**config.mk**
```make
export PLATFORM = sky130hd
export DESIGN_NAME = mesh_programmer
export DESIGN_NICKNAME = d
export VERILOG_FILES = /design/src/rtl/mesh_prog_pkg.sv /design/src/rtl/mesh_result_drain.sv /design/src/rtl/mesh_programmer.sv
export SDC_FILE = /design/constraint.sdc
export NUM_CORES = 1
export LEC_CHECK = 0
export BUFFER_PORTS_ARGS = -buffer_cell sky130_fd_sc_hd__buf_2
export CORE_AREA = 2 2 259 261
export CTS_CLUSTER_SIZE = 25
export DETAILED_ROUTE_END_ITERATION = 6
export DIE_AREA = 0 0 261 263
export GPL_TIMING_DRIVEN = 0
export PLACE_DENSITY = 0.38
export SYNTH_ARGS = -nofsm -noshare
export SYNTH_HDL_FRONTEND = slang
export SYNTH_SLANG_ARGS = --single-unit
```
**constraint.sdc**
```tcl
create_clock -name clk -period 4.6 [get_ports clk]
set_clock_uncertainty 0.15 [all_clocks]
set_input_delay 0.92 -clock clk [delete_from_list [all_inputs] [get_ports clk]]
set_output_delay 0.92 -clock clk [all_outputs]
set_load 0.05 [all_outputs]
```
**src/rtl/mesh_prog_pkg.sv**
```systemverilog
// Shared types and constants for the Accelerant mesh programmer.
// Holds the programmer FSM state encoding and the PE instruction codes.
package mesh_prog_pkg;

   typedef enum logic [1:0] {
      IDLE  = 2'd0,
      RUN   = 2'd1,
      DRAIN = 2'd2,
      DONE  = 2'd3
   } state_e;

   localparam logic [3:0] INSTR_FADD      = 4'b0000;
   localparam logic [3:0] INSTR_FMUL      = 4'b0001;
   localparam logic [3:0] INSTR_LOAD_DATA = 4'b0010;
   localparam logic [3:0] INSTR_FMA       = 4'b0011;
   localparam logic [3:0] INSTR_SYS_FMA   = 4'b1010;

   localparam int unsigned DATA_W_DEFAULT = 32;

endpackage

```
**src/rtl/mesh_result_drain.sv**
```systemverilog
// Result drain for the mesh programmer: walks PE indices and presents each word on a
// valid/ready stream. Defining MESH_PROG_SNAPSHOT_EN freezes all PE words at drain start.
module mesh_result_drain
   import mesh_prog_pkg::*;
#(
   parameter int unsigned NUM_PE = 16,
   parameter int unsigned IDX_W  = $clog2(NUM_PE),
   parameter int unsigned DATA_W = DATA_W_DEFAULT
) (
   input  logic                     clk,
   input  logic                     reset_n,
   input  logic                     start,
   input  logic [NUM_PE*DATA_W-1:0] pe_result_in,
   input  logic                     res_ready,
   output logic                     res_valid,
   output logic [IDX_W-1:0]         res_pe_idx,
   output logic [DATA_W-1:0]        res_data,
   output logic                     last_accept
);

   logic [IDX_W-1:0]         idx_q;
   logic [IDX_W-1:0]         idx_next;
   logic                     valid_q;
   logic [DATA_W-1:0]        data_q;
   logic [DATA_W-1:0]        next_word;
   logic [NUM_PE*DATA_W-1:0] src_words;
   logic                     accept;
   logic                     at_last;

   assign accept      = valid_q && res_ready;
   assign at_last     = (idx_q == IDX_W'(NUM_PE - 1));
   assign idx_next    = idx_q + 1'b1;
   assign last_accept = accept && at_last;

`ifdef MESH_PROG_SNAPSHOT_EN
   logic [NUM_PE*DATA_W-1:0] snap_q;

   always_ff @(posedge clk or negedge reset_n) begin
      if (!reset_n) begin
         snap_q <= '0;
      end else if (start) begin
         snap_q <= pe_result_in;
      end
   end

   assign src_words = snap_q;
`else
   // Live PE outputs; a stalled word keeps the value sampled when idx last advanced.
   assign src_words = pe_result_in;
`endif

   always_comb begin
      next_word = '0;
      for (int i = 0; i < int'(NUM_PE); i++) begin
         if (int'(idx_next) == i) begin
            next_word = src_words[i*DATA_W +: DATA_W];
         end
      end
   end

   always_ff @(posedge clk or negedge reset_n) begin
      if (!reset_n) begin
         idx_q   <= '0;
         valid_q <= 1'b0;
         data_q  <= '0;
      end else if (start) begin
         idx_q   <= '0;
         valid_q <= 1'b1;
         data_q  <= pe_result_in[DATA_W-1:0];
      end else if (accept) begin
         if (at_last) begin
            valid_q <= 1'b0;
         end else begin
            idx_q  <= idx_next;
            data_q <= next_word;
         end
      end
   end

   assign res_valid  = valid_q;
   assign res_pe_idx = idx_q;
   assign res_data   = data_q;

endmodule

```
**src/rtl/mesh_programmer.sv**
```systemverilog
// Switch-side master for a PE row/column: programs PEs, runs them, then drains results.
// Optional MESH_PROG_SNAPSHOT_EN (see mesh_result_drain) snapshots results at drain start.
module mesh_programmer
   import mesh_prog_pkg::*;
#(
   parameter int unsigned NUM_PE = 16,
   parameter int unsigned IDX_W  = $clog2(NUM_PE),
   parameter int unsigned DATA_W = DATA_W_DEFAULT,
   parameter int unsigned CYC_W  = 16
) (
   input  logic                     clk,
   input  logic                     reset_n,
   input  logic                     cmd_valid,
   output logic                     cmd_ready,
   input  logic                     cmd_broadcast,
   input  logic [IDX_W-1:0]         cmd_pe_idx,
   input  logic [3:0]               cmd_instruction,
   input  logic [DATA_W-1:0]        cmd_data,
   input  logic                     run_start,
   input  logic [3:0]               run_instruction,
   input  logic [CYC_W-1:0]         run_cycles,
   output logic [NUM_PE-1:0]        pe_load,
   output logic [3:0]               pe_instruction,
   output logic [DATA_W-1:0]        pe_data,
   input  logic [NUM_PE*DATA_W-1:0] pe_result_in,
   output logic                     res_valid,
   input  logic                     res_ready,
   output logic [IDX_W-1:0]         res_pe_idx,
   output logic [DATA_W-1:0]        res_data,
   output logic                     busy,
   output logic                     done
);

   state_e            state_q, state_d;
   logic [CYC_W-1:0]  cnt_q, cnt_d;
   logic [CYC_W-1:0]  cycles_q, cycles_d;
   logic [NUM_PE-1:0] load_q, load_d;
   logic [3:0]        instr_q, instr_d;
   logic [DATA_W-1:0] data_q, data_d;
   logic              busy_q, done_q;
   logic              cmd_fire;
   logic              drain_start;
   logic              last_accept;

   // run_start wins over a simultaneous command.
   assign cmd_ready = (state_q == IDLE) && !run_start;
   assign cmd_fire  = cmd_valid && cmd_ready;

   always_comb begin
      state_d     = state_q;
      cnt_d       = cnt_q;
      cycles_d    = cycles_q;
      load_d      = '0;
      instr_d     = instr_q;
      data_d      = data_q;
      drain_start = 1'b0;

      unique case (state_q)
         IDLE: begin
            if (run_start) begin
               cycles_d = run_cycles;
               cnt_d    = '0;
               instr_d  = run_instruction;
               if (run_cycles == '0) begin
                  state_d     = DRAIN;
                  drain_start = 1'b1;
               end else begin
                  state_d = RUN;
               end
            end else if (cmd_fire) begin
               // Out-of-range indices match no bit, so the load is dropped.
               for (int i = 0; i < int'(NUM_PE); i++) begin
                  load_d[i] = cmd_broadcast || (int'(cmd_pe_idx) == i);
               end
               instr_d = cmd_instruction;
               data_d  = cmd_data;
            end
         end
         RUN: begin
            cnt_d = cnt_q + 1'b1;
            if (cnt_q == cycles_q - CYC_W'(1)) begin
               state_d     = DRAIN;
               drain_start = 1'b1;
            end
         end
         DRAIN: begin
            if (last_accept) begin
               state_d = DONE;
            end
         end
         DONE: begin
            state_d = IDLE;
         end
         default: begin
            state_d = IDLE;
         end
      endcase
   end

   always_ff @(posedge clk or negedge reset_n) begin
      if (!reset_n) begin
         state_q  <= IDLE;
         cnt_q    <= '0;
         cycles_q <= '0;
         load_q   <= '0;
         instr_q  <= INSTR_FADD;
         data_q   <= '0;
         busy_q   <= 1'b0;
         done_q   <= 1'b0;
      end else begin
         state_q  <= state_d;
         cnt_q    <= cnt_d;
         cycles_q <= cycles_d;
         load_q   <= load_d;
         instr_q  <= instr_d;
         data_q   <= data_d;
         busy_q   <= (state_d != IDLE);
         done_q   <= (state_d == DONE);
      end
   end

   mesh_result_drain #(
      .NUM_PE (NUM_PE),
      .IDX_W  (IDX_W),
      .DATA_W (DATA_W)
   ) u_drain (
      .clk          (clk),
      .reset_n      (reset_n),
      .start        (drain_start),
      .pe_result_in (pe_result_in),
      .res_ready    (res_ready),
      .res_valid    (res_valid),
      .res_pe_idx   (res_pe_idx),
      .res_data     (res_data),
      .last_accept  (last_accept)
   );

   assign pe_load        = load_q;
   assign pe_instruction = instr_q;
   assign pe_data        = data_q;
   assign busy           = busy_q;
   assign done           = done_q;

endmodule
```
## Word level (Yosys, flattened, before mapping)

Cells that the tools add are included.

| word-level totals | value |
|---|---|
| logic and storage cells | 130 |
| register bits after elaboration | 125 |
| input port bits | 578 |
| output and inout port bits | 92 |

| operators by class | value |
|---|---|
| mux-type cells | 41 |
| equal/unequal tests | 38 |
| reduce and logical (&&, ||, !) cells | 36 |
| bitwise operators | 1 |
| $add $sub $neg | 3 |

Operator list:

| kind | number |
|---|---|
| two-way mux 32 bit | 19 |
| == test 4 bit, second input constant | 17 |
| two-way mux 16 bit | 4 |
| == test 4 x 3 -> 1 bit, second input constant | 8 |
| case mux 16 bit (2 select lines) | 1 |
| two-way mux 4 bit | 5 |
| adder 16 x 1 -> 16 bit, second input constant | 1 |
| == test 16 bit | 1 |
| == test 4 x 2 -> 1 bit, second input constant | 4 |
| zero test 16 bit | 1 |
| logical OR 1 bit | 16 |
| subtractor 16 x 1 -> 16 bit, second input constant | 1 |
| AND reduction 2 bit | 5 |
| nonzero test 2 bit | 5 |
| == test 4 x 1 -> 1 bit, second input constant | 2 |
| zero test 4 bit | 2 |
| two-way mux 2 bit | 4 |
| case mux 2 bit (4 select lines) | 1 |
| == test 2 bit, second input constant | 3 |
| two-way mux 1 bit | 6 |
| adder 4 x 1 -> 4 bit, second input constant | 1 |
| logical AND 1 bit | 4 |
| inequality test 2 bit, second input constant | 2 |
| AND reduction 3 bit | 1 |
| 5 further kinds | 5 |

## Logic depth before layout (Yosys ltp)

Gate-level depths: netlist of run 1.

| logic depth | value |
|---|---|
| word-level depth | 21 |
| depth in mapped cells | 12 |
| gate-level depth less buffers | 9 |

## Cells and area by module

From an unflattened synthesis of run 1, not the netlist that was laid out.

| second synthesis, totals | value |
|---|---|
| cell total of the unflattened synthesis | 1,439 |
| area, all modules | 10,586.4 um2 |

By module, submodules not included:

| module | instances | seq. area each (um2) | cells an instance | area each (um2) |
|---|---|---|---|---|
| mesh_result_drain | 1 | 925.9 | 1,008 | 6,413.7 |
| mesh_programmer | 1 | 2,202.1 | 431 | 4,172.8 |

## Worst setup path before layout of run 1

Ideal clock, no wire load.

| path | value |
|---|---|
| kind | in2out |
| start point | input port run_start |
| end point | output port cmd_ready |
| buffers on the path | 1 |
| stages | 2 |
| data arrival time | 2.356 ns |
| setup slack | 1.174 ns |
| required time | 3.530 ns |
| cell sequence | clkbuf_1 -> nor3_1 |

| between the ends | value |
|---|---|
| longest elaborated chain between the ends | 2 |

RTL lines:

| item | line | text |
|---|---|---|
| from (decl) | mesh_programmer.sv:19 | `input logic run_start,` |
| zero test 1 bit | mesh_programmer.sv:46 | `assign cmd_ready = (state_q == IDLE) && !run_start;` |
| logical AND 1 bit | mesh_programmer.sv:46 |  |
| to (decl) | mesh_programmer.sv:14 | `output logic cmd_ready,` |

No other way between the ends.

## Final worst setup path of run 1

| path | value |
|---|---|
| start point | register u_drain.idx_q[1], in the netlist u_drain.res_pe_idx[1] |
| end point | register u_drain.data_q[28], in the netlist u_drain.res_data[28] |

| between the ends | value |
|---|---|
| longest elaborated chain between the ends | 21 |
| elaborated cells on any way between the ends | 39 |
| classes of those cells | add/sub (1); eq/ne (17); mux (19); reduce/logical (2) |

RTL lines:

| item | line | text |
|---|---|---|
| from (decl) | mesh_result_drain.sv:21 | `logic [IDX_W-1:0] idx_q;` |
| from (signal assigned) | mesh_result_drain.sv:74 | `idx_q <= idx_next;` |
| adder 4 x 1 -> 4 bit | mesh_result_drain.sv:32 | `assign idx_next = idx_q + 1'b1;` |
| zero test 4 bit | mesh_result_drain.sv:55 | `if (int'(idx_next) == i) begin` |
| two-way mux 32 bit (16 in a row) | mesh_result_drain.sv:55 |  |
| two-way mux 32 bit | mesh_result_drain.sv:71 | `if (at_last) begin` |
| two-way mux 32 bit | mesh_result_drain.sv:70 | `end else if (accept) begin` |
| two-way mux 32 bit | mesh_result_drain.sv:66 | `end else if (start) begin` |
| to (signal assigned) | mesh_result_drain.sv:69 | `data_q <= pe_result_in[DATA_W-1:0];` |
| to (signal assigned) | mesh_result_drain.sv:75 | `data_q <= next_word;` |
| to (decl) | mesh_result_drain.sv:24 | `logic [DATA_W-1:0] data_q;` |

Parallel ways exist; a longest one is shown, timed or not. The select of a mux whose other input is x is not followed.
A chain may end at the register's enable or synchronous reset.

==> results of run 1 <==
==> per-stage QoR <==
stage,power (µW),hold slack [ps]
global route,3120,320
CTS,3040,317
global placement,1640,307
floorplan,1270,317
detailed placement,1640,308
finish,2980,306
==> cell families after synthesis <==
| group | synth area share [%] |
|---|---|
| flip-flops | 29.0 |
| AND/OR/NAND/NOR | 20.4 |
| adder cells (fa/ha/maj) | 0.812 |
| XOR/XNOR | 1.95 |
| multiplexers | 4.94 |
| AO/OA/AOI/OAI | 36.3 |
| buffers and inverters | 6.58 |
==> cells in the mapped netlist (32+ instances only) <==
master / number
and2_1: 34
a221o_1: 32
o211ai_1: 34
nor2_1: 82
a221oi_1: 58
o22ai_1: 71
o21ai_0: 75
nand2_1: 271
dfrtp_1: 125
a21oi_1: 85
nand3_1: 44
inv_1: 40
clkbuf_1: 117
==> report_power, final <==
| part | internal, µW | total (µW) | leakage (µW) | switching [µW] |
|---|---|---|---|---|
| registers | 1110 | 1120 | 0.00162 | 6.12 |
| logic | 240 | 508 | 0.00566 | 268 |
| clock network | 706 | 1360 | 0.000263 | 652 |
==> cell type report <==
type / count / area [µm²]
Tap cell: 864 / 1080
Inverter: 42 / 161
Clock inverter: 15 / 130
Antenna cell: 24 / 60.1
Sequential cell: 125 / 3130
Timing Repair Buffer: 668 / 3370
Buffer: 138 / 576
Fill cell: 7536 / 49700
Clock buffer: 17 / 425
Multi-Input combinational cell: 1124 / 6950
==> per-layer routing <==
metal	vias to the layer above	global-route usage, %	part of all wire, %
met2	846	43.8	49
met3	183	6.26	7.4
met4	24	13.1	4.5
met5	-	0	0.18
li1	6810	-	-
met1	7401	29.8	39
==> state kept, by name, summed over array words and instances, names as in the netlist, 2 cells and up <==
register            flops
cnt_q                  16
pe_instruction          4
u_drain.res_pe_idx      4
state_q                 2
u_drain.res_data       32
cycles_q               16
pe_data                32
pe_load                16
==> timing repair <==
item / 4_1_cts / 5_1_grt
gates resized for setup: 7 / 18
endpoints found under the hold margin: 0 / 0
setup endpoints to repair: 18 / 14
==> final timing paths <==
path	to	slack [ps]	start	cells past startpoint
worst max-delay path	u_drain.res_data[28]	110	u_drain.res_pe_idx[1]	10
worst min-delay path	cycles_q[4]	310	reset_n	1
worst max register to register	u_drain.res_data[28]	110	u_drain.res_pe_idx[1]	10
worst min register to register	pe_data[5]	330	pe_data[5]	2
max in group asynchronous	pe_data[20]	3180	reset_n	2
min in group clk	pe_data[5]	330	pe_data[5]	2
==> worst max-delay path, stage by stage (launching register included) <==
cell and delay [ps]:
dfrtp_1 520, ha_1 240, clkbuf_1 200, a21oi_1 210, mux2i_1 240, o21ai_1 1080
clkbuf_1 720, a221oi_1 120, o221ai_1 440, a32oi_1 170, mux2_4 290
==> metrics.txt, run 1 <==
wire length per cell 30.4 µm; Core Util, Final 24.2%; Root Driver clkbuf_16; synth unique cells 65; Setup WS pre-CTS -522 ps; Synth Net Count 2014; Fin. Hold Viols 0; largest net degree at the start of global routing between 60 and 70; worst min-delay path category in -> async; RSZ-0062 raised after global routing false; top_reg_cell synth dfrtp_1; DR iter-0 viols 1141; first-pass GRT wire length 122 mm; final worst slack approximately 110 ps; RD Place Congestion just under 1; worst vdd ir approximately 0.23 mV; CP Max Fanout 10; Layout Nets 2701; post-DP HPWL about 75 mm; num ports 670; Core Area 0.0656 mm²; setup TNS 0 ps; Max Root-Sink Buffers 2; Final min period 4490 ps; Via density 5.06; Placed Cells 2961; vias in the first global route 15500; worst-margin pin slew 1320 ps; Vias 15300; Die Footprint 0.0686 mm²; PortBufs between 600 and 700; Layout Cells excl Fill 3017; fin area about 0.016 mm²; CP Data Arrival Time 4700 ps; placed cell area between 0.015 and 0.02 mm²; period utilisation layout 97.6%; Final ANT Viol Nets 0; worst-skew pair later-pin latency 470 ps; DRC 1; Rows 94; Worst-path clk slew roughly 70 ps; Synth Warn # 0; crit end category register; LEAKAGE between 0.007 and 0.008 µW; Total GRT Usage 25.8%; flop and latch count out of synthesis 125; power density over the cells 188 mW/mm²; Syn Area/Cell 7.55 µm²; Peak Freq 223 MHz; Max Cap Violations 0; critical path startpoint category register; CTS buffer count 17; Vert. Die Dim 263 µm; antenna violations before repair 44; final setup fails 0; P&R area growth vs syn 47.3%; synth top area cells dfrtp_1 29%, nand2_1 9.4%, a221oi_1 4.7%; EDFF count, synth 0; Syn Std Cell Area 0.0108 mm²; commonest non-fill, non-tap cell in the layout buf_2; Synth top area share 29.0%; htree depth 4; failing checks design-rule violations; CTS tree built; area leader, netlist dfrtp_1; TritonCTS Sinks 125; status finished, violations left; Mapped Cells roughly 1400; Required @ worst endpoint approximately 4800 ps; initial core utilization 16.4%; Detailed Route WL 91.7 mm; Post-synth ARST share 100%; highest-count cells in the layout ignoring fill and taps 674 x buf_2, 271 x nand2_1, 125 x dfrtp_1; share of layout cells above drive strength 1 35.8%; DRT Pass-1 Iters 7; hold_buf cts 0; critical path type reg -> reg; Die Wd 261 µm; grt ovf 0; post-CTS setup buffer count 0; Max-slew headroom 11.2%; share of the yosys chip area belonging to registers between 20 and 30%; fin. max-slew vios 0
(Power assumes the default switching activity.)
==> run 2, diff against run 1 <==
--- a/config.mk
+++ b/config.mk
@@ -13,4 +13,5 @@
 export GPL_TIMING_DRIVEN = 0
 export PLACE_DENSITY = 0.38
+export REMOVE_ABC_BUFFERS = 1
 export SYNTH_ARGS = -nofsm -noshare
 export SYNTH_HDL_FRONTEND = slang
--- a/constraint.sdc
+++ b/constraint.sdc
@@ -3,3 +3,3 @@
 set_input_delay 0.92 -clock clk [delete_from_list [all_inputs] [get_ports clk]]
 set_output_delay 0.92 -clock clk [all_outputs]
-set_load 0.05 [all_outputs]
+set_load 0.005 [all_outputs]
==> run 2 against run 1 <==
  * The run now ends clean
  * Die area is the same
  * Combinational power shrank 14%
  * Sequential share of layout area is 0.42 points lower
  * Critical path type unchanged
  * Largest power group unchanged
==> metrics.txt, run 2 (same netlist as run 1, synthesis figures left out) <==
Final ANT Viol Nets 0; Root Driver clkbuf_16; vias in the first global route between 10000 and 15000; first-pass GRT wire length approximately 110 mm; worst-skew pair later-pin latency just under 500 ps; RD Place Congestion 0.869; Worst-path clk slew 70 ps; status finished, final reports clean; highest-count cells in the layout ignoring fill and taps 668 x buf_2, 270 x nand2_1, 125 x dfrtp_1; Die Wd 261 µm; crit-path cells ha_1, a21oi_1, mux2i_1, o21ai_4, buf_16, a221oi_1, o221ai_1, a32oi_1, mux2_4; sw frac 28.3%; Critical Path Start u_drain.res_pe_idx[1]; critical path startpoint category register; Layout Nets 2595; commonest non-fill, non-tap cell in the layout buf_2; Multi-input gate area 0.00721 mm²; post-DP HPWL approximately 61 mm; Rows 94; critical path type reg -> reg; Setup WS pre-CTS -645 ps; worst vdd ir 0.249 mV; Layout fillers 7412; TritonCTS Sinks around 130; initial core utilization 16.4%; htree depth 4; Net Switching 852 µW; sequential cell area 0.00313 mm²; Max Cap Violations 0; cell-internal power 2160 µW; CTS tree built; Core Area ~0.066 mm²; Reg power frac 37.0%; CP Max Fanout 21; share of layout cells above drive strength 1 39.2%; Via density 5.03; antenna violations before repair 40; Vias 14700; Total GRT Usage 22.2%; DRT Pass-1 Iters 6; grt ovf 0; Slowest cell on crit path mux2i_1; Final min period 4280 ps; crit end category register; DRC 0; fin. max-slew vios 0; WHS 306 ps; num ports 670; final worst slack 323 ps; Fin. Hold Viols 0; placed cell area about 0.015 mm²; worst min-delay path category in -> async; Required @ worst endpoint around 4900 ps; Power, Total a little over 3000 µW; wire length per cell 27.6 µm; P&R area growth vs syn 50.5%; CTS buffer count 17; biggest cell delay along the critical path 980 ps; Peak Freq 234 MHz; power density over the cells 186 mW/mm²; Max-slew headroom 14.6%; Vert. Die Dim 263 µm; largest net degree at the start of global routing 74; r2r worst-path depth 9; CP Data Arrival Time roughly 4600 ps; clock share of power 48.5%; fin area around 0.016 mm²; Detailed Route WL 80.5 mm; Comb power frac 14.5%; final setup fails 0; period utilisation layout between 90% and 100%; hold_buf cts 0; Max Root-Sink Buffers 2; worst-margin pin slew ~1300 ps; RSZ-0062 raised after global routing false; Worst R2R Start u_drain.res_pe_idx[1]; Die Footprint 0.0686 mm²; LEAKAGE 0.00767 µW; DR iter-0 viols 1209; PortBufs 669
[run 2: cell types whose count changed in the layout (fill, tap and decap cells not counted), moves of 6 or more]
cell | previous run | this run
clkbuf_1 | 109 | 0
buf_12 | 0 | 17
clkbuf_2 | 10 | 0
buf_16 | 1 | 8
buf_1 | 6 | 0
buf_2 | 674 | 668
diode_2 | 24 | 30
[run 2: repair_timing]
action	4_1_cts	5_1_grt
hold endpoints to repair	0	0
cloned	0	1
pin swaps	1	2
setup endpoints to repair	28	22
setup buffers	0	2
resized for setup	3	2
[run 2: metrics by stage]
stage	util [%]	TNS, ps	cells
final	24.7	0	2917
after global routing	24.7	0	2908
after CTS	24.5	-73.3	2884
after detailed placement	23.6	-11730	2852
after global placement	22.3	-330400	2824
after floorplan	-	-65650	1291
[run 2: metal layers]
metal	wire (µm)	global-route usage [%]	up-vias
li1	-	-	6605
met1	31900	26.5	7158
met3	6020	5.12	152
met2	39000	37.0	739
met4	3540	11.2	20
met5	115	0	-
[run 2: power by group through the flow]
stage	Combinational, µW	Clock, µW	Sequential [µW]
final	436	1460	1120
after global routing	476	1560	1120
after CTS	438	1520	1120
after detailed placement	436	0	1140
after global placement	429	0	1140
after floorplan	89.9	0	1140
[run 2: area by class of cell]
type	count	share of cell area, %
multi-input combinational	1125	44.4
timing repair buffer	699	24.5
sequential	125	19.3
tap	864	6.66
clock buffer	17	2.62
clock inverter	15	1.06
inverter	42	0.987
antenna	30	0.463
[run 2: worst paths after layout]
check | to | slack (ps)
max in group asynchronous | u_drain.res_data[26] | 3170
worst min-delay path | u_drain.res_data[19] | 310
worst max-delay path | u_drain.res_data[23] | 320
worst min register to register | pe_data[20] | 320
min in group clk | pe_data[20] | 320
worst max register to register | u_drain.res_data[23] | 320
[run 2: critical path: cells and delay by family (launching register included)]
family / cells / cell delay (ps)
AO/OA/AOI/OAI: 5 / 1670
multiplexers: 2 / 1150
flip-flops: 1 / 570
adder cells (fa/ha/maj): 1 / 390
buffers and inverters: 1 / 260
==> run 3, diff against run 2 <==
Settings changed: CORE_AREA 2 2 259 261 to 2 2 262 264, DIE_AREA 0 0 261 263 to 0 0 264 266, PLACE_DENSITY 0.38 to 0.37.
Clock period 4.6 ns to 4.3 ns, I/O delays scaled along.
==> run 3 against run 2 <==
  * The run now ends with design-rule violations left
  * Core utilization is 0.63 points lower
  * Power is 11% higher
  * Die area is 2.3% higher
  * Cell count is 0.65% higher
  * Global-route usage is 0.12 points lower
  * Critical path depth stayed put
  * Via count is 0.37% higher
  * Design area is 0.59% higher
  * Largest power group unchanged
==> metrics.txt, run 3 (same netlist as run 1, synthesis figures left out) <==
WHS 221 ps; met2 usage 37.3%; Final min period 4090 ps; Root Driver clkbuf_16; met1 usage 25.0%; Worst-path clk slew 70 ps; PortBufs 669; power density over the cells 204 mW/mm²; Total GRT Usage 22.1%; CP Data Arrival Time 4340 ps; Detailed Route WL approximately 80 mm; P&R area growth vs syn 51.4%; failing checks design-rule violations; CTS tree built; status finished, violations left; TritonCTS Sinks 125; Core Area about 0.068 mm²; RD Place Congestion about 0.92; Via density 5.02; Vias 14700; Critical Path Start u_drain.res_pe_idx[0]; vias in the first global route around 15000; worst-margin pin slew ~1200 ps; grt ovf 0; Die Wd 264 µm; CTS buffer count 17; final setup fails 0; Peak Freq 244 MHz; met3 Use GR 5.99%; fin. max-slew vios 0; DRC 1; placed cell area approximately 0.015 mm²; global-route layer with the greatest usage met2; Layout fillers ~7600; critical path type reg -> reg; first-pass GRT wire length roughly 110 mm; initial core utilization 15.9%; RSZ-0062 raised after global routing false; Max Root-Sink Buffers 2; LEAKAGE 0.00769 µW; Layout Cells excl Fill 2936; crit end category register; fin area 0.0163 mm²; Final ANT Viol Nets 0; worst-skew pair later-pin latency approximately 470 ps; Die Footprint 0.0702 mm²; CP Max Fanout 30; DR iter-0 viols 1064; worst vdd ir 0.285 mV; highest-count cells in the layout ignoring fill and taps 669 x buf_2, 270 x nand2_1, 125 x dfrtp_1; num ports 670; Max-slew headroom between 15 and 20%; critical path startpoint category register; Max Cap Violations 0; DRT Pass-1 Iters 7; Rows 96; period utilisation layout 95.1%; share of layout cells above drive strength 1 between 30 and 40%; wire length per cell between 20 and 30 µm; Layout Nets 2595; Placed Cells 2870; post-DP HPWL 62.5 mm; largest net degree at the start of global routing 70; worst min-delay path category in -> async; Vert. Die Dim 266 µm; htree depth 4; Worst R2R Start u_drain.res_pe_idx[0]; Required @ worst endpoint around 4600 ps; Fin. Hold Viols 0; commonest non-fill, non-tap cell in the layout buf_2; antenna violations before repair 46
==> run 3: cell types whose count changed in the layout (fill, tap and decap cells not counted), sizes merged <==
cell	change
inv	-3
bufinv	+2
clkbuf	+2
clkinvlp	-1
diode	+1
o21ba	+1
or2	-1
==> run 3: critical path, cell delays in order (launching register included) <==
cell and delay, ps:
dfrtp_1 510, inv_1 240, ha_4 630, or2_4 600
o21ai_0 250, o21ai_4 440, nand3b_4 530, a21oi_1 120
a32oi_1 290, mux2_4 190
==> run 3: path summary, 6_finish.rpt <==
path / cells past startpoint / endpoint / slack, ps
worst min-delay path: 1 / cycles_q[10] / 220
min in group clk: 2 / pe_data[13] / 320
max in group asynchronous: 2 / u_drain.res_data[16] / 2940
worst min register to register: 2 / pe_data[13] / 320
worst max-delay path: 9 / u_drain.res_data[30] / 210
worst max register to register: 9 / u_drain.res_data[30] / 210
==> run 3: per-stage QoR <==
stage / util, % / total power, µW / TNS, ps / setup slack, ps
floorplan: - / 1310 / -77050 / -2740
global placement: 21.7 / 1670 / -340050 / -11410
detailed placement: 22.9 / 1680 / -13970 / -599
CTS: 23.9 / 3410 / 0 / 71.3
global route: 24.1 / 3490 / 0 / 64.8
finish: 24.1 / 3340 / 0 / 209
==> run 3: report_power, final <==
group	internal, µW	switching, µW	total, µW
clock	1000	675	1680
sequential	1190	6.04	1190
combinational	256	211	467
==> run 3: layer usage <==
metal	vias to the layer above	part of all wire, %
met3	180	8.1
met5	-	0.091
li1	6593	-
met1	7140	38
met4	12	6.0
met2	803	48
==> run 3: area by class of cell <==
| class | count | area [µm²] | area share, % |
|---|---|---|---|
| multi-input cells | 1125 | 7260 | 44.4 |
| repair buffers | 699 | 3950 | 24.2 |
| flip-flops and latches | 125 | 3130 | 19.2 |
| well taps | 882 | 1100 | 6.76 |
| clock buffers | 19 | 443 | 2.71 |
| clock inverters | 13 | 203 | 1.24 |
| inverters | 42 | 163 | 0.996 |
| diodes | 31 | 77.6 | 0.475 |
==> run 3: what timing repair did <==
| action | CTS | global route |
|---|---|---|
| endpoints found under the setup margin | 30 | 4 |
| cloned | 0 | 1 |
| buffers inserted | 1 | 1 |
| gates resized for setup | 9 | 3 |
| endpoints found under the hold margin | 0 | 0 |
| hold buffers | 0 | 0 |
| pin swaps | 1 | 1 |
